===== src/rtl/seq_det_pkg.sv =====
// Shared types and defaults for the serial pattern detector and its word-wide controller.
package seq_det_pkg;

    localparam int         DEF_DATA_W  = 8;
    localparam int         DEF_PAT_W   = 3;
    localparam logic [2:0] SEQ_PAT_101 = 3'b101;

    typedef enum logic [1:0] {
        ST_IDLE  = 2'd0,
        ST_SHIFT = 2'd1,
        ST_DONE  = 2'd2
    } state_t;

endpackage


===== src/rtl/seq_pattern_match.sv =====
// Mealy serial pattern matcher: keeps the last PAT_W-1 bits and flags a match on the current bit.
module seq_pattern_match
    import seq_det_pkg::*;
#(
    parameter int               PAT_W   = DEF_PAT_W,
    parameter logic [PAT_W-1:0] PATTERN = SEQ_PAT_101
) (
    input  logic clk,
    input  logic reset_n,
    input  logic clr,
    input  logic en,
    input  logic bit_in,
    output logic hit
);

    localparam int              HV_W    = $clog2(PAT_W);
    localparam logic [HV_W-1:0] HV_FULL = HV_W'(PAT_W - 1);

    logic [PAT_W-2:0] history;
    logic [HV_W-1:0]  hist_vld;
    logic [PAT_W-1:0] window;

    assign window = {history, bit_in};
    assign hit    = en && (hist_vld == HV_FULL) && (window == PATTERN);

    // NOTE: sequential state is written with <= so every flop samples the pre-edge values.
    always_ff @(posedge clk) begin
        if (!reset_n || clr) begin
            history  <= '0;
            hist_vld <= '0;
        end else if (en) begin
            history <= window[PAT_W-2:0];
            if (hist_vld != HV_FULL)
                hist_vld <= hist_vld + 1'b1;
        end
    end

endmodule


===== src/rtl/seq_detect_ctrl.sv =====
// Word-wide wrapper: serialises each accepted word MSB-first through the matcher and returns the match count.
// Define SEQ_DET_CARRY_HIST_EN to carry matcher history across words so matches may span two words.
module seq_detect_ctrl
    import seq_det_pkg::*;
#(
    parameter int               DATA_W  = DEF_DATA_W,
    parameter int               PAT_W   = DEF_PAT_W,
    parameter logic [PAT_W-1:0] PATTERN = SEQ_PAT_101,
    localparam int              CNT_W   = $clog2(DATA_W + 1)
) (
    input  logic              clk,
    input  logic              reset_n,
    input  logic              in_valid,
    output logic              in_ready,
    input  logic [DATA_W-1:0] in_data,
    output logic              out_valid,
    input  logic              out_ready,
    output logic [CNT_W-1:0]  out_count,
    output logic              out_any,
    output logic              bit_out,
    output logic              hit
);

    localparam int              BC_W     = $clog2(DATA_W);
    localparam logic [BC_W-1:0] LAST_BIT = BC_W'(DATA_W - 1);

    state_t            state;
    logic [DATA_W-1:0] shift_reg;
    logic [BC_W-1:0]   bit_cnt;
    logic [CNT_W-1:0]  hit_cnt;
    logic [CNT_W-1:0]  count_next;
    logic              accept;
    logic              shifting;
    logic              clr_hist;

    assign accept     = in_valid && in_ready;
    assign shifting   = (state == ST_SHIFT);
    assign bit_out    = shifting && shift_reg[DATA_W-1];
    assign count_next = hit_cnt + CNT_W'(hit);

`ifdef SEQ_DET_CARRY_HIST_EN
    assign clr_hist = 1'b0;
`else
    assign clr_hist = accept;
`endif

    seq_pattern_match #(
        .PAT_W   (PAT_W),
        .PATTERN (PATTERN)
    ) u_match (
        .clk     (clk),
        .reset_n (reset_n),
        .clr     (clr_hist),
        .en      (shifting),
        .bit_in  (bit_out),
        .hit     (hit)
    );

    always_ff @(posedge clk) begin
        if (!reset_n) begin
            state     <= ST_IDLE;
            shift_reg <= '0;
            bit_cnt   <= '0;
            hit_cnt   <= '0;
            in_ready  <= 1'b1;
            out_valid <= 1'b0;
            out_count <= '0;
            out_any   <= 1'b0;
        end else begin
            case (state)
                ST_IDLE: begin
                    if (accept) begin
                        shift_reg <= in_data;
                        bit_cnt   <= '0;
                        hit_cnt   <= '0;
                        in_ready  <= 1'b0;
                        state     <= ST_SHIFT;
                    end
                end
                ST_SHIFT: begin
                    shift_reg <= shift_reg << 1;
                    bit_cnt   <= bit_cnt + 1'b1;
                    hit_cnt   <= count_next;
                    // Final bit's hit is folded in directly so the result is complete on entry to DONE.
                    if (bit_cnt == LAST_BIT) begin
                        out_count <= count_next;
                        out_any   <= (count_next != '0);
                        out_valid <= 1'b1;
                        state     <= ST_DONE;
                    end
                end
                ST_DONE: begin
                    if (out_ready) begin
                        out_valid <= 1'b0;
                        in_ready  <= 1'b1;
                        state     <= ST_IDLE;
                    end
                end
                default: begin
                    out_valid <= 1'b0;
                    in_ready  <= 1'b1;
                    state     <= ST_IDLE;
                end
            endcase
        end
    end

endmodule


===== config.mk =====
export PLATFORM = sky130hd
export DESIGN_NAME = seq_detect_ctrl
export DESIGN_NICKNAME = d
export VERILOG_FILES = /design/src/rtl/seq_det_pkg.sv /design/src/rtl/seq_pattern_match.sv /design/src/rtl/seq_detect_ctrl.sv
export SDC_FILE = /design/constraint.sdc
export NUM_CORES = 1
export LEC_CHECK = 0
export BUFFER_PORTS_ARGS = -buffer_cell sky130_fd_sc_hd__buf_2
export CAP_MARGIN = 15
export CORE_ASPECT_RATIO = 0.9
export CORE_UTILIZATION = 40
export CTS_CLUSTER_SIZE = 40
export DETAILED_ROUTE_END_ITERATION = 10
export PLACE_DENSITY = 0.7
export SLEW_MARGIN = 20
export SYNTH_ARGS = -nofsm -noshare
export SYNTH_HDL_FRONTEND = slang
export SYNTH_SLANG_ARGS = --single-unit

===== constraint.sdc =====
create_clock -name clk -period 2.8 [get_ports clk]
set_clock_uncertainty 0.1 [all_clocks]
set_input_delay 0.42 -clock clk [delete_from_list [all_inputs] [get_ports clk]]
set_output_delay 0.42 -clock clk [all_outputs]
set_load 0.05 [all_outputs]

# Word-level counts from Yosys, hierarchy flattened
# Cells that the tools add are included.
dict set report totals {
  register_bits 28
  inputBits 12
  output_inout_bits 9
  wordCells 55
}
dict set report classes {
  n_addsub 3
  eq_ne 9
  n_mux 16
  bitwise_logic 2
  n_reduce_logical 15
}
# cell n
set ops {}
lappend ops {{$pmux W8 S2} 1}
lappend ops {{$reduce_and A3 Y1} 3}
lappend ops {{$mux W8} 1}
lappend ops {{$pmux W4 S2} 1}
lappend ops {{$eq A3 B3 Y1 const B} 2}
lappend ops {{$mux W2} 3}
lappend ops {{$pmux W1 S3} 2}
lappend ops {{$pmux W2 S3} 1}
lappend ops {{$pmux W3 S2} 1}
lappend ops {{$reduce_and A2 Y1} 3}
lappend ops {{$add A4 B1 Y4} 1}
lappend ops {{$eq A2 B2 Y1 const B} 2}
lappend ops {{$logic_and A1 B1 Y1} 4}
lappend ops {{$mux W1} 4}
lappend ops {{$mux W4} 1}
lappend ops {{$ne A2 B1 Y1 const B} 2}
lappend ops {{$ne A2 B2 Y1 const B} 2}
lappend ops {{$reduce_bool A4 Y1} 1}
lappend ops {{$add A3 B1 Y3 const B} 1}
lappend ops {{$mux W3} 1}
lappend ops {{$add A2 B1 Y2 const B} 1}
lappend ops {{$eq A2 B1 Y1 const B} 1}
lappend ops {{$logic_not A2 Y1} 1}
lappend ops {{$not A1 Y1} 2}
lappend ops {{3 further kinds} 3}

# Logic depth before layout (Yosys ltp)
# Gate-level depths: netlist (run 1).
dict set report logic_depth {
  depth_word 6
  depth_mapped 10
}

# Cells and area by module
# A second synthesis (run 1) with hierarchy kept.
dict set report unflattened {
  hier_cells 141
  hier_area_um2 1378.8
}
# module n_inst cells_each area_each_um2
set by_module_without_submodules {}
lappend by_module_without_submodules {seq_detect_ctrl 1 123 1197.4}
lappend by_module_without_submodules {seq_pattern_match 1 18 181.4}

# Least setup slack after synthesis (run 1)
# OpenSTA, ideal clock, no wires.
dict set report synth_timing {
  path_kind {register to register}
  startpoint {register state[0]}
  endpoint {register out_any}
  setup_time_ns 0.130
  arrival_time_ns 2.799
  setup_slack_ns -0.230
  path_stages_with_launch 11
  path_buffers 2
  period_less_slack_ns 3.030
  path_cell_list {dfxtp_1 > nor2b_1 > buf_6 > buf_6 > nand2_1 > nor3_1 > ha_1 > ha_1 > nor2b_1 > nor3b_1 > a31oi_1}
}
dict set report synth_between {
  elab_chain_cells 6
  elab_cells_between_ends 8
  classes_between {add/sub (1); eq/ne (2); reduce/logical (5)}
}
# item line_no
set synth_lines {}
lappend synth_lines {{start: declaration} seq_detect_ctrl.sv:27} ;# state_t state;
lappend synth_lines {{start signal: assignment} seq_detect_ctrl.sv:61} ;# state <= ST_IDLE;
lappend synth_lines {{start signal: assignment} seq_detect_ctrl.sv:77} ;# state <= ST_SHIFT;
lappend synth_lines {{start signal: assignment} seq_detect_ctrl.sv:89} ;# state <= ST_DONE;
lappend synth_lines {{$eq A2 B1 Y1 (*)} seq_detect_ctrl.sv:37} ;# assign shifting = (state == ST_SHIFT);
lappend synth_lines {{$logic_and A1 B1 Y1} seq_detect_ctrl.sv:38} ;# assign bit_out = shifting && shift_reg[DATA_W-1];
lappend synth_lines {{$eq A3 B3 Y1} seq_pattern_match.sv:24} ;# assign hit = en && (hist_vld == HV_FULL) && (window == PATTERN);
lappend synth_lines {{$logic_and A1 B1 Y1 (*)} seq_pattern_match.sv:24}
lappend synth_lines {{net hit} seq_detect_ctrl.sv:21} ;# output logic hit
lappend synth_lines {{$add A4 B1 Y4 (*)} seq_detect_ctrl.sv:39} ;# assign count_next = hit_cnt + CNT_W'(hit);
lappend synth_lines {{$reduce_bool A4 Y1 (*)} seq_detect_ctrl.sv:87} ;# out_any <= (count_next != '0);
lappend synth_lines {{end signal: assignment} seq_detect_ctrl.sv:87}
lappend synth_lines {{end: declaration} seq_detect_ctrl.sv:19} ;# output logic out_any,
# Mark *: on every way through the listed nets, which the timed path passes. The rest lies on a longest branch.
# A chain may end at the register's enable or synchronous reset.

# Final worst setup path (run 1)
dict set report layout_timing {
  startpoint {register state[0]}
  endpoint {output hit}
}
dict set report layout_between {
  elab_chain_cells 4
  elab_cells_between_ends 5
  classes_between {eq/ne (2); reduce/logical (3)}
}
# item line_no
set layout_lines {}
lappend layout_lines {{$eq A2 B1 Y1 (*)} seq_detect_ctrl.sv:37}
lappend layout_lines {{$logic_and A1 B1 Y1} seq_detect_ctrl.sv:38}
lappend layout_lines {{$eq A3 B3 Y1} seq_pattern_match.sv:24}
lappend layout_lines {{$logic_and A1 B1 Y1 (*)} seq_pattern_match.sv:24}
lappend layout_lines {{end: declaration} seq_detect_ctrl.sv:21}
# Every way passes the cells marked *; elsewhere a longest branch is shown, timed or not.

==> results of run 1 <==
==> power by group through the flow <==
stage / logic, mW / registers [mW] / clock network, mW
detailed placement: 0.110 / 0.441 / 0
global route: 0.121 / 0.435 / 0.217
floorplan: 0.0852 / 0.440 / 0
finish: 0.108 / 0.432 / 0.197
global placement: 0.104 / 0.439 / 0
CTS: 0.110 / 0.432 / 0.200
==> cell families after synthesis <==
kind of cell	Yosys count	share of synthesized area [%]
and+or+nand+nor	37	13.8
buffers and inverters	14	5.58
AOI/OAI and AO/OA	43	21.8
adders and majority gates	5	4.81
xor gates and xnor gates	2	1.35
DFF	28	43.1
muxes	11	9.53
==> cell usage after synthesis, types with 3 or more instances <==
master    count  area (sq um)
dfxtp_1      28           561
a21oi_1      12          60.1
nor2_1       12          45.0
nand2_1      11          41.3
o21ai_0      10          50.1
o21bai_1      8          60.1
mux2_2        7          78.8
o311a_1       7          70.1
clkbuf_1      5          18.8
ha_1          5          62.6
buf_2         4          20.0
inv_1         3          11.3
mux2i_1       3          30.0
nor2b_1       3          18.8
nor3_1        3          15.0
nor3b_1       3          22.5
==> worst max-delay path by stage <==
stage / endpoint / from / depth (start not counted)
after global routing: hit / state[0] / 4
after global placement: out_any / state[0] / 8
final: hit / state[0] / 4
after CTS: hit / state[0] / 4
after floorplan: out_any / state[0] / 10
after detailed placement: out_any / state[0] / 8
==> per-layer routing <==
layer / track usage (%) / part of all wire, % / wire length (microns)
met2: 24.8 / 49 / 1230
met3: 4.19 / 4.7 / 119
met4: 6.35 / 1.1 / 27
met5: 0 / 0 / 0
met1: 20.9 / 45 / 1140
==> worst max-delay path, cell delays in order, from the launching register on <==
cell	delay [ns]
dfxtp_1	0.56
nor2b_1	0.23
nand2_1	0.13
nor3_2	0.21
buf_2	0.30
==> metrics by stage <==
step	cell area [sq um]	power, mW	hold slack (ns)
2_1_floorplan	1310	0.525	0.342
4_1_cts	1460	0.742	0.260
3_3_place_gp	1420	0.544	0.360
5_1_grt	1460	0.773	0.263
3_5_place_dp	1420	0.551	0.372
6_report	1460	0.738	0.254
==> cell usage in the layout (no fill, tap or decap), drive strengths merged, types with 2 or more instances in the layout <==
| cell type | Yosys | routed |
|---|---|---|
| dfxtp | 28 | 28 |
| buf | 6 | 23 |
| a21oi | 12 | 12 |
| nor2 | 12 | 12 |
| nand2 | 11 | 11 |
| o21ai | 10 | 10 |
| o21bai | 8 | 8 |
| mux2 | 8 | 8 |
| o311a | 7 | 7 |
| ha | 5 | 5 |
| clkbuf | 5 | 4 |
| nor2b | 3 | 3 |
| inv | 3 | 3 |
| nor3b | 3 | 3 |
| mux2i | 3 | 3 |
| nor3 | 3 | 3 |
| a211oi | 2 | 2 |
| nand2b | 2 | 2 |
==> layout make-up <==
type | instances | area (sq um) | area share [%]
Multi-Input combinational cell | 98 | 672 | 46.2
Sequential cell | 28 | 561 | 38.5
Timing Repair Buffer | 23 | 123 | 8.43
Tap cell | 42 | 52.6 | 3.61
Clock buffer | 4 | 36.3 | 2.49
Inverter | 3 | 11.3 | 0.774
==> metrics.cfg, run 1 <==
[worst_setup_path]
worst-path-max-fanout=11
reg2regPathDepth=8
required_ns=2.28
timing.rr.end=out_any
crit_path_end_kind=output pin
critPathArrivalTime_ns=1.76
r2r_slack_ns=0.66
worst-setup-path-type=reg -> out
setup.worst_path.start_class=register
r2r_start=state[0]

[timing]
relSlewSlack_pct=73.6
fin_crit_sh_pct=81.5
setup_viol=0
finalWorstSetupSlack_ns=0.517
slew_violations=0
tightest_slew_ns=0.396
fmax_mhz=438
fin_tns_setup_ns=0
hold_violations=0
min_period_ns=2.28
rsz0062_at_grt=false

[clocking]
cts_buffer_depth=2
tritoncts=built
clk_pin_slew_worst_paths_ns=0.15
cts-resized-gates=0
clk_latency_ns=0.33
clock-sinks=28
cts_hold_buffers=0
h-tree-depth=1
clock-root-buffer=clkbuf_4
cts_setup_buffers=0
cts_buffers=3

[power_and_ir_drop]
leakagePower_nw=0.628
p_switching_mw=0.188
internal_power_mw=0.550
clock_power_share_pct=26.7
peakVddDrop_mv=0.209
p_seq_share_pct=58.6
p_sw_share_pct=25.5
p_per_area_nw_per_um2=507
pwr-share-comb_pct=14.7

[logic_synthesis]
ys_seq_area_share_pct=43.1
synth-seq-cells=28
synth_edf_count=0
synth_ff_type=dfxtp_1
avgSynthCellArea_sq_um=9.29
synthArstFlopShare_pct=0
syn_area_sq_um=1300
syn_inst=140
syn-num-nets=157
synth_warnings=0
ys_types=29

[final_layout]
antenna_cells=0
instances_no_fill=198
final_layout_size_suffix_gt1_share_pct=23.1
area_growth_syn_to_layout_pct=11.9
fillers=284
fin_nets=174
largest_reg_flops=8
final_util_pct=47.4

[outcome]
status=completed

[floorplanning]
fp.dieArea_sq_um=3480
die_w_microns=62.1
ios=21
row_count=19
start_util_pct=42.4
core-area_sq_um=3070
die_y_microns=56.1

[hold_path]
min_path_type=in -> reg
holdPathEnd=in_ready
holdCritStartpoint=out_ready
whs_path_depth=3

[routing]
dr.pass1.iters=5
detail-route-antenna-nets=0
drt_iter0_markers=54
drc=0
num_vias=1051
routed_via_density=5.31
drt_wl_total_mm=2.52
wl_per_cell_microns=12.7

[global_route]
grt_max_degree=30
first_global_vias=927
antenna_found_initial=0
grt_pass1_wl_mm=4.12
gr-total-overflow=0
grt_usage_pct=16.1

[placement]
dp.cells=194
post-place-ws_ns=0.703
globalplace.congestion=0.752
port_buffers=20
hpwlAfterDp_mm=1.78

[run]
drv_cap=0

Note: power is estimated with default switching activity, not from simulation.
==> run 2, diff against run 1 <==
ABC_AREA = 1   (was default)
clock period = 2.29 ns   (was 2.8 ns; I/O delays follow)
==> run 2 against run 1 <==
  * Setup slack lost 0.12 ns
  * Via count grew 6.4%
  * Sequential power grew 20%
  * Critical endpoint unchanged
  * Register-to-register slack lost 0.16 ns
  * First-iteration DRC count grew 31%
  * Utilization shrank 0.20 points
  * Hold slack lost 0.098 ns
  * Critical path depth grew 1
  * Synthesized cell count grew 29%
  * Flip-flop and latch count is the same
  * Total power grew 19%
==> metrics.cfg, run 2 <==
[outcome]
status=completed  ; unchanged

[worst_setup_path]
setup.worst_path.start_class=register  ; unchanged
worstSetupEndpoint=hit  ; unchanged
reg2regPathDepth=10  ; was 8
crit_path_end_kind=output pin  ; unchanged
crit_path_start=u_match.hist_vld[0]  ; was state[0]
worst-setup-path-type=reg -> out  ; unchanged
critPathArrivalTime_ns=1.45  ; was 1.76 ns
required_ns=1.85  ; was 2.28 ns
r2r_start=u_match.hist_vld[0]  ; was state[0]
worst-path-max-fanout=2  ; was 11
timing.rr.end=out_count[1]  ; was out_any
r2r_slack_ns=0.50  ; was 0.66 ns

[hold_path]
min_path_type=in -> reg  ; unchanged

[logic_synthesis]
synth_ff_type=dfxtp_1  ; unchanged
synthAdderAreaFrac_pct=4.84  ; was 4.81%
synth_edf_count=0  ; unchanged
avgSynthCellArea_sq_um=7.13  ; was 9.29 sq um
ys_types=20  ; was 29
synthArstFlopShare_pct=0  ; unchanged
yosys.area_share.simple_pct=31.2  ; was 13.8%
syn_area_sq_um=1290  ; was 1300 sq um
synth-seq-cells=28  ; unchanged
synth_top_area_share_pct=43.4  ; was 43.1%
synth_mux_area_share_pct=0  ; was 9.53%
yosys-top-cells-area=dfxtp_1, nand2_1, a21oi_1  ; was dfxtp_1, mux2_2, o311a_1
syn_inst=181  ; was 140
synth_commonest_cells=nand2_1, dfxtp_1, a21oi_1, inv_1, nand3_1  ; was dfxtp_1, a21oi_1, nor2_1, nand2_1, o21ai_0
ys_seq_area_share_pct=43.4  ; was 43.1%
yosys.area.top_type=dfxtp_1  ; unchanged
synth-compound-area-share_pct=12.4  ; was 21.8%
syn-num-nets=198  ; was 157
synth_most_common_cell=nand2_1  ; was dfxtp_1
synth_top_family_by_area=simple AND/OR/NAND/NOR gates  ; was compound AO/OA/AOI/OAI gates
synth_warnings=0  ; unchanged
synthXorXnorAreaFrac_pct=0  ; was 1.35%

[power_and_ir_drop]
p_per_area_nw_per_um2=607  ; was 507 nW/um^2
peakVddDrop_mv=0.222  ; was 0.209 mV
leakagePower_nw=0.644  ; was 0.628 nW

[global_route]
grt_max_degree=21  ; was 30
antenna_found_initial=0  ; unchanged
gr-total-overflow=0  ; unchanged
grt_pass1_wl_mm=4.29  ; was 4.12 mm
grt_usage_pct=16.3  ; was 16.1%
first_global_vias=1055  ; was 927

[clocking]
clk_pin_slew_worst_paths_ns=0.15  ; about the same
cts_setup_buffers=0  ; unchanged
cts-resized-gates=0  ; unchanged
clk_latency_ns=0.32  ; was 0.33 ns
cts_hold_buffers=0  ; unchanged
tritoncts=built  ; unchanged
h-tree-depth=1  ; unchanged
cts_buffer_depth=2  ; unchanged
clock-root-buffer=clkbuf_4  ; unchanged
cts_buffers=3  ; unchanged
clock-sinks=28  ; unchanged

[final_layout]
instances_no_fill=242  ; was 198
area_growth_syn_to_layout_pct=12.2  ; was 11.9%
layout_common_cells=nand2_1, dfxtp_1, a21oi_1  ; was dfxtp_1, buf_2, a21oi_1, nor2_1, nand2_1
antenna_cells=0  ; unchanged
fin_nets=218  ; was 174
largest_reg_flops=8  ; unchanged
final_layout_size_suffix_gt1_share_pct=17.0  ; was 23.1%
layout_commonest_cell=nand2_1  ; was dfxtp_1
final_util_pct=47.2  ; was 47.4%

[timing]
fin_crit_sh_pct=82.5
holdWs_ns=0.156  ; was 0.254 ns
tightest_slew_ns=0.605  ; was 0.396 ns
setup_viol=0  ; unchanged
rsz0062_at_grt=false  ; unchanged
relSlewSlack_pct=59.6  ; was 73.6%
finalWorstSetupSlack_ns=0.400  ; was 0.517 ns
hold_violations=0  ; unchanged
slew_violations=0  ; unchanged
min_period_ns=1.89
fmax_mhz=529
fin_tns_setup_ns=0  ; unchanged

[routing]
drc=0  ; unchanged
drt_wl_total_mm=2.45  ; was 2.52 mm
wl_per_cell_microns=10.1  ; was 12.7 microns
drt_iter0_markers=71  ; was 54
routed_via_density=4.62  ; was 5.31
detail-route-antenna-nets=0  ; unchanged
num_vias=1118  ; was 1051
dr.pass1.iters=4  ; was 5

[floorplanning]
start_util_pct=42.1  ; was 42.4%
die_w_microns=61.9  ; was 62.1 microns
fp.dieArea_sq_um=3460  ; was 3480 sq um
row_count=19  ; unchanged
die_y_microns=55.9  ; was 56.1 microns
core-area_sq_um=3070  ; unchanged
ios=21  ; unchanged

[placement]
globalplace.congestion=0.797  ; was 0.752
post-place-ws_ns=0.507  ; was 0.703 ns
port_buffers=20  ; unchanged
hpwlAfterDp_mm=1.78  ; about the same
dp.cells=238  ; was 194

[run]
drv_cap=0  ; unchanged

run 2: where the power goes:
group	switching [mW]	total (mW)	internal [mW]
logic	0.0827	0.121	0.0385
registers	0.0124	0.520	0.508
clock network	0.141	0.238	0.0973
run 2: final cells by class:
type	instances	area (sq um)
Tap cell	42	52.6
Fill cell	327	1620
Inverter	15	56.3
Timing Repair Buffer	21	108
Sequential cell	28	562
Multi-Input combinational cell	132	634
Clock buffer	4	36.3
run 2: worst min path at each step:
stage / start / end / slack [ns] / cells past startpoint
after floorplan: reset_n / in_ready / 0.33 / 1
after global placement: bit_cnt[0] / bit_cnt[0] / 0.35 / 1
after detailed placement: out_count[0] / out_count[0] / 0.35 / 2
after CTS: reset_n / in_ready / 0.15 / 2
after global routing: reset_n / in_ready / 0.15 / 2
final: reset_n / in_ready / 0.16 / 2
run 2: kinds of logic (layout without fill, tap and decap cells):
group | Yosys count | after routing
compound gates | 31 | 31
simple gates | 96 | 96
buf+inv | 21 | 40
fa+ha+maj | 5 | 5
flops | 28 | 28
run 2: critical path: stages, from the launching register on:
cell and delay, ns:
dfxtp_1 0.34, inv_1 0.07, ha_1 0.17, nand2_1 0.09, nor3_4 0.17, buf_2 0.29
run 2: routing by layer:
metal | routed length, microns | part of all wire [%] | track usage (%) | up-vias
met3 | 103 | 4.2 | 3.95 | 4
met5 | 0 | 0 | 0 | -
met4 | 21 | 0.86 | 4.76 | 0
met1 | 1230 | 50 | 21.0 | 491
li1 | - | - | - | 609
met2 | 1100 | 45 | 26.6 | 14
run 2: metrics by stage:
stage / area (sq um) / total power, mW
after global routing: 1450 / 0.928
after floorplan: 1300 / 0.630
after detailed placement: 1410 / 0.653
final: 1450 / 0.879
after global placement: 1410 / 0.651
after CTS: 1450 / 0.888
==> run 3, diff against run 2 <==
PLACE_DENSITY = 0.72   (was 0.7)
clock period = 1.7 ns   (was 2.29 ns; I/O delays follow)
==> run 3 against run 2 <==
  * Non-clock buffer count rose by 10
  * Setup slack got worse by 0.47 ns
  * Sequential share of layout area decreased by 4.4 points
  * Total power is 51% higher
  * Die area is the same
  * Final cell count up 4.1%
  * First-iteration DRC count is 39% lower
  * The flow now finishes with violations (setup timing)
  * Largest power group unchanged
  * Final area is 13% higher
==> metrics.cfg, run 3 (synthesis results as in run 2) <==
[worst_setup_path]
worstSetupEndpoint=out_any  ; was hit
timing.rr.end=out_any  ; was out_count[1]
worst-path-max-fanout=2  ; unchanged
r2r_slack_ns=-0.07  ; was 0.50 ns
critPathArrivalTime_ns=1.91  ; was 1.45 ns
reg2regPathDepth=11  ; was 10
worst-setup-path-type=reg -> reg  ; was reg -> out
r2r_start=state[0]  ; was u_match.hist_vld[0]
crit_path_start=state[0]  ; was u_match.hist_vld[0]
setup.worst_path.start_class=register  ; unchanged
crit_path_end_kind=register  ; was output pin
required_ns=1.84  ; was 1.85 ns

[routing]
wl_per_cell_microns=10.5  ; was 10.1 microns
routed_via_density=4.61  ; was 4.62
detail-route-antenna-nets=0  ; unchanged
drc=0  ; unchanged
drt_iter0_markers=43  ; was 71
num_vias=1162  ; was 1118
dr.pass1.iters=4  ; unchanged
drt_wl_total_mm=2.66  ; was 2.45 mm

[floorplanning]
die_y_microns=55.9  ; unchanged
row_count=19  ; unchanged
ios=21  ; unchanged
fp.dieArea_sq_um=3460  ; unchanged
die_w_microns=61.9  ; unchanged
core-area_sq_um=3070  ; unchanged
start_util_pct=42.1  ; unchanged

[final_layout]
area_growth_syn_to_layout_pct=27.1  ; was 12.2%
final_layout_size_suffix_gt1_share_pct=29.5  ; was 17.0%
fin_nets=228  ; was 218
fillers=298  ; was 327
antenna_cells=0  ; unchanged
layout_commonest_cell=nand2_1  ; unchanged
seq_area_sq_um=564  ; was 562 sq um
largest_reg_flops=8  ; unchanged
multi_input_area_sq_um=706  ; was 634 sq um
layout_common_cells=nand2_1, dfxtp_1, a21oi_1  ; unchanged
final_util_pct=53.5  ; was 47.2%

[timing]
setup_viol=4  ; was 0
tightest_slew_ns=0.330  ; was 0.605 ns
relSlewSlack_pct=77.9  ; was 59.6%
rsz0062_at_grt=true  ; was false
holdWs_ns=0.0693  ; was 0.156 ns
fin_tns_setup_ns=-0.180  ; was 0 ns
finalWorstSetupSlack_ns=-0.0732  ; was 0.400 ns
fmax_mhz=564
fin_crit_sh_pct=104
min_period_ns=1.77
slew_violations=0  ; unchanged
hold_violations=0  ; unchanged

[power_and_ir_drop]
leakagePower_nw=0.713  ; was 0.644 nW
p_per_area_nw_per_um2=807  ; was 607 nW/um^2
peakVddDrop_mv=0.627  ; was 0.222 mV
p_total_mw=1.32  ; was 0.879 mW

[placement]
globalplace.congestion=0.786  ; was 0.797
port_buffers=20  ; unchanged
hpwlAfterDp_mm=1.81  ; was 1.78 mm

[global_route]
antenna_found_initial=0  ; unchanged
grt_pass1_wl_mm=4.51  ; was 4.29 mm
grt_max_degree=21  ; unchanged
grt_usage_pct=17.6  ; was 16.3%
first_global_vias=1034  ; was 1055
gr-total-overflow=0  ; unchanged

[clocking]
cts_buffers=3  ; unchanged
clk_latency_ns=0.34  ; was 0.32 ns
clock-sinks=28  ; unchanged
tritoncts=built  ; unchanged
cts_hold_buffers=0  ; unchanged
clk_pin_slew_worst_paths_ns=0.15  ; about the same
h-tree-depth=1  ; unchanged
clock-root-buffer=clkbuf_4  ; unchanged
cts_buffer_depth=2  ; unchanged

[run]
drv_cap=0  ; unchanged

[outcome]
status=finished with violations  ; was completed
failed_checks=setup timing

[hold_path]
min_path_type=in -> reg  ; unchanged

## run 3: cell types whose count changed in the layout (fill, tap and decap cells not counted), moves of 3 or more
cell | before | now
buf_4 | 1 | 8
nand2_1 | 76 | 70
inv_1 | 14 | 10
ha_4 | 0 | 3
buf_6 | 0 | 4
inv_2 | 1 | 5
nand2_2 | 2 | 7
## run 3: repair_timing
item	4_1_cts	5_1_grt
setup buffers	2	1
gates resized for setup	11	11
pin swaps	3	6
endpoints found under the setup margin	3	8
## run 3: worst min-delay path by stage
stage,start,endpoint,cells past startpoint
after global routing,reset_n,in_ready,2
final,in_data[0],shift_reg[0],3
after floorplan,reset_n,in_ready,1
after global placement,out_valid,out_valid,2
after detailed placement,out_valid,out_valid,2
after CTS,reset_n,in_ready,2
## run 3: worst max-delay path, cell delays in order, from the launching register on
cell	delay [ns]
dfxtp_2	0.36
inv_2	0.05
nor2_4	0.12
nand2_4	0.07
nor3_4	0.21
buf_6	0.13
ha_4	0.14
ha_4	0.19
inv_2	0.05
nand3_2	0.08
nor2_2	0.12
a21oi_1	0.06
## run 3: cell type report
class,count,share of cell area [%]
Multi-Input combinational cell,132,43.0
Clock buffer,3,1.37
Inverter,15,3.43
Sequential cell,28,34.4
Timing Repair Buffer,31,12.8
Clock inverter,1,1.83
Tap cell,42,3.20
## run 3: where the power goes
part | switching (mW) | internal (mW) | leakage (nW)
Combinational | 0.119 | 0.0655 | 0.457
Sequential | 0.0152 | 0.684 | 0.229
Clock | 0.202 | 0.239 | 0.0279
Total | 0.336 | 0.988 | 0.713
## run 3: stage by stage
step,cell area [sq um],cells,setup slack (ns)
6_report,1640,252,-0.0732
5_1_grt,1640,252,-0.151
4_1_cts,1600,251,-0.0533
3_5_place_dp,1500,245,-0.0277
3_3_place_gp,1500,245,0.0322
2_1_floorplan,1340,181,-0.516
## run 3: metal layers
metal  vias up  wire (microns)  global-route usage, %  part of all wire [%]
met3         7             117                   5.12                   4.4
met2        30            1140                   26.3                    43
met5         -               0                      0                     0
li1        630               -                      -                     -
met4         0              63                   6.98                   2.4
met1       495            1340                   23.6                    50
